### config.mk
export PLATFORM = sky130hd
export DESIGN_NAME = gate_test_sequencer
export DESIGN_NICKNAME = d
export VERILOG_FILES = /design/src/rtl/gate_test_sequencer.sv
export SDC_FILE = /design/constraint.sdc
export NUM_CORES = 1
export LEC_CHECK = 0
export ABC_CLOCK_PERIOD_IN_PS = 2200
export BUFFER_PORTS_ARGS = -buffer_cell sky130_fd_sc_hd__buf_2
export CAP_MARGIN = 20
export CORE_MARGIN = 10
export CORE_UTILIZATION = 55
export CTS_CLUSTER_SIZE = 25
export DETAILED_ROUTE_END_ITERATION = 6
export PLACE_DENSITY = 0.79
export REMOVE_ABC_BUFFERS = 1
export SYNTH_ARGS = -nofsm -noshare
export SYNTH_HDL_FRONTEND = slang
export SYNTH_SLANG_ARGS = --single-unit
export TNS_END_PERCENT = 10
### constraint.sdc
create_clock -name clock -period 2.2 [get_ports clock]
set_input_delay 0.11 -clock clock [delete_from_list [all_inputs] [get_ports clock]]
set_output_delay 0.11 -clock clock [all_outputs]
set_load 0.02 [all_outputs]
### src/rtl/gate_test_sequencer.sv
`default_nettype none
// ============================================================================
// Module      : gate_test_sequencer
// Description : Walks a 2-input gate through all four input vectors and checks
//               each settled result against a truth table to reach a pass/fail verdict.
// Revision    : 1.0 - initial release
// ============================================================================
module gate_test_sequencer #(
    parameter int         SETTLE_CYCLES = 2,
    parameter logic [3:0] TRUTH_TABLE   = 4'b0111
) (
    input  logic       clock,
    input  logic       reset,
    input  logic       start,
    input  logic       result,
    output logic       input1,
    output logic       input2,
    output logic       busy,
    output logic       done,
    output logic       pass,
    output logic [2:0] failCount,
    output logic [1:0] failVector
);

    localparam logic [1:0] c_idle   = 2'd0;
    localparam logic [1:0] c_settle = 2'd1;
    localparam logic [1:0] c_check  = 2'd2;
    localparam logic [1:0] c_done   = 2'd3;

    localparam logic [7:0] c_settle_last = 8'(SETTLE_CYCLES - 1);

    logic [1:0] r_state;
    logic [1:0] r_vector;
    logic [7:0] r_cnt;
    logic [2:0] r_fail_count;
    logic [1:0] r_fail_vector;
    logic       r_busy;
    logic       r_done;
    logic       r_pass;

    logic       w_mismatch;
    logic [2:0] w_fail_count_next;

    assign w_mismatch        = (result != TRUTH_TABLE[r_vector]);
    assign w_fail_count_next = w_mismatch ? (r_fail_count + 3'd1) : r_fail_count;

    always_ff @(posedge clock or posedge reset) begin
        if (reset) begin
            r_state       <= c_idle;
            r_vector      <= 2'd0;
            r_cnt         <= 8'd0;
            r_fail_count  <= 3'd0;
            r_fail_vector <= 2'd0;
            r_busy        <= 1'b0;
            r_done        <= 1'b0;
            r_pass        <= 1'b0;
        end else begin
            r_done <= 1'b0;
            case (r_state)
                c_idle: begin
                    if (start) begin
                        r_vector      <= 2'd0;
                        r_cnt         <= 8'd0;
                        r_fail_count  <= 3'd0;
                        r_fail_vector <= 2'd0;
                        r_pass        <= 1'b0;
                        r_busy        <= 1'b1;
                        r_state       <= c_settle;
                    end
                end
                c_settle: begin
                    if (r_cnt == c_settle_last) begin
                        r_cnt   <= 8'd0;
                        r_state <= c_check;
                    end else begin
                        r_cnt <= r_cnt + 8'd1;
                    end
                end
                c_check: begin
                    if (w_mismatch && (r_fail_count == 3'd0)) begin
                        r_fail_vector <= r_vector;
                    end
                    r_fail_count <= w_fail_count_next;
                    if (r_vector == 2'd3) begin
                        // Verdict is registered here so it is already valid in the DONE cycle
                        r_pass  <= (w_fail_count_next == 3'd0);
                        r_done  <= 1'b1;
                        r_state <= c_done;
                    end else begin
                        r_vector <= r_vector + 2'd1;
                        r_state  <= c_settle;
                    end
                end
                c_done: begin
                    r_busy  <= 1'b0;
                    r_state <= c_idle;
                end
                default: begin
                    r_state <= c_idle;
                end
            endcase
        end
    end

    assign input1     = r_vector[0];
    assign input2     = r_vector[1];
    assign busy       = r_busy;
    assign done       = r_done;
    assign pass       = r_pass;
    assign failCount  = r_fail_count;
    assign failVector = r_fail_vector;

endmodule
`default_nettype wire
==> flow_summary.toml <==
[setup_path]
reg2reg_slack_ns = 0.32
crit_end = "failVector[0]$_DFFE_PP0P_"
critPathKind = "flip-flop to flip-flop"
worstPathMaxFanout = 7
start_kind = "flip-flop"
crit_arrival_ns = 2.07
cp-startpoint = "r_vector[0]$_DFFE_PP0P_"
worst_r2r_endpoint = "failVector[0]$_DFFE_PP0P_"
endpoint_kind = "flip-flop"
critical_path_required_ns = 2.39
r2r-start = "r_vector[0]$_DFFE_PP0P_"
rr_worst_depth = 5

[yosys]
synth_edf_count = 0
syn_area_per_cell_sq_um = 9.16
synth_seq_cells = 20
yosysTopAreaCell = "dfrtp_1"
synth_flop_cell = "dfrtp_1"
yosysSeqAreaShare_pct = 45.9
synth.most_common_cell = "dfrtp_1"
synthArstFlopShare_pct = 100
ys_types = 29
yosysWarningCount = 0
synthTopCellsByCount = "dfrtp_1 (20), nand2_1 (13), o21ai_0 (13)"
synth_area_leaders = "dfrtp_1 (46%), o21ai_0 (6.0%), ha_1 (5.7%)"
synth_top_area_share_pct = 45.9
syn_area_sq_um = 1090
synth_cells = 119

[global_routing]
grt_pass1_wl_microns = 3750
grt_max_degree = 21
grt-ovfl-total = 0
antenna_found_initial = 0
grt_pass1_vias = 827
grt_use_total_pct = 10.9

[pwr]
ir_worst_vdd_v = 0.000663
leakagePower_nw = 0.583
power_density_nw_per_um2 = 1100

[floorplan]
die_area_sq_um = 4160
pin_count = 14
die_h_microns = 64.5
fp.coreArea_sq_um = 1920
num_rows = 16
initial_utilization_pct = 56.7
die_width_microns = 64.5

[drt]
firstDrtPassIters = 4
wl_per_cell_microns = 13.2
ant_nets = 0
drt_iter0_drc = 48
num_vias = 855
route.detailed.drc = 0
via_per_inst = 5.28
wl_microns = 2140

[sta]
worst_clock_skew_ns = 0.00281
maxSlewHeadroom_pct = 46.7
tns_ns = 0
setup_viol = 0
fmax_ghz = 0.533
finalCriticalPeriod_ns = 1.88
worstMarginPinSlew_ns = 0.791
maxSlewViolCount = 0
hold_viol_final = 0
rsz0062_at_grt = "no"
fin_crit_sh_pct = 85.3

[finish]
stdcell_count = 162
design_area_sq_um = 1240
drive_above_1_share_pct = 16.3
diodes = 0
fin_nets = 145
area_growth_pct = 14.0

[place]
place_area_sq_um = 1180
gp_congestion = 0.818
dp_hpwl_microns = 1570
portBuffers = 13
dp_cells = 157

[cts]
cts.reportedPaths.clkPinSlew_ns = 0.12
cts_buffers = 3
cts_resized = 0
root_buffer = "clkbuf_4"
cts_tree = "built"
clkLatencyLatePin_ns = 0.30
cts.sinks = 20
ctsLongestPathBuffers = 2
htree_levels = 1

[status]
status = "complete, no violations"

[min_path]
hold_class = "primary input to flip-flop"

[job]
maxCapViolCount = 0
how the worst min path moves through the flow:
stage / end / cells past startpoint / startpoint
after global placement: r_cnt[6]$_DFFE_PP0P_ / 2 / reset
after detailed placement: r_cnt[1]$_DFFE_PP0P_ / 2 / reset
after CTS: busy$_DFFE_PP0P_ / 3 / start
final: busy$_DFFE_PP0P_ / 3 / start
after global routing: busy$_DFFE_PP0P_ / 3 / start
after floorplan: busy$_DFFE_PP0P_ / 1 / reset
cell usage in the layout, fill, tap and decap left out, drive strengths merged, types with 2 or more instances in the layout:
cell	instances
a21o	2
a21oi	7
a22oi	4
buf	13
clkbuf	3
dfrtp	20
ha	5
inv	12
mux2i	2
nand2	13
nand3	3
nor2	10
nor3	5
nor4	2
o21ai	15
o22ai	2
or3	3
xnor2	4
stage by stage:
stage               utilization [%]  power, mW  hold WS (ns)  worst slack [ns]
global route                   64.6       1.46         0.219             0.179
finish                         64.6       1.36         0.179             0.323
detailed placement             61.4       1.06         0.274             0.357
global placement               61.4       1.04         0.278             0.439
floorplan                         -      0.917        0.0738             0.396
CTS                            64.6       1.37         0.179             0.337
metal layers:
metal	track usage (%)	vias to the layer above	wire length, microns
met5	0	-	0
met4	4.01	0	16
met3	2.92	2	79
met2	15.8	18	970
met1	15.0	395	1080
li1	-	440	-
where the power goes:
part,internal (mW),switching [mW]
Sequential,0.440,0.126
Combinational,0.186,0.305
Clock,0.184,0.122
Total,0.810,0.553
what timing repair did:
action,4_1_cts,5_1_grt
hold buffers,1,0
setup buffers,0,0
endpoints found under the hold margin,20,0
area by class of cell:
cell class	instances	area (sq um)
sequential	20	500
inverter	12	45.0
clock inverter	1	30.0
clock buffer	3	22.5
multi-input combinational	85	536
fill	184	679
timing repair buffer	14	75.1
tap	27	33.8
flip-flops by register name, summed over array words and instances, names as in the netlist:
name        cells
pass            1
failVector      2
r_vector        2
done            1
failCount       3
busy            1
r_state         2
r_cnt           8
cells by family (layout without fill, tap and decap cells):
family                   Yosys count  in the layout  share of synthesized area [%]
XOR/XNOR                           5              5                           4.71
buffers and inverters             14             30                           4.94
AND/OR/NAND/NOR                   40             40                           18.0
adder cells (fa/ha/maj)            5              5                           5.74
flip-flops                        20             20                           45.9
AO/OA/AOI/OAI                     33             33                           18.8
multiplexers                       2              2                           1.84
worst max-delay path, stage by stage (launching register included):
cell and delay (ns):
dfrtp_1 0.46, ha_1 0.33, xor2_2 0.25, or3_4 0.40
a21oi_1 0.21, o22ai_1 0.12
Power figures use the tool's default switching activity.
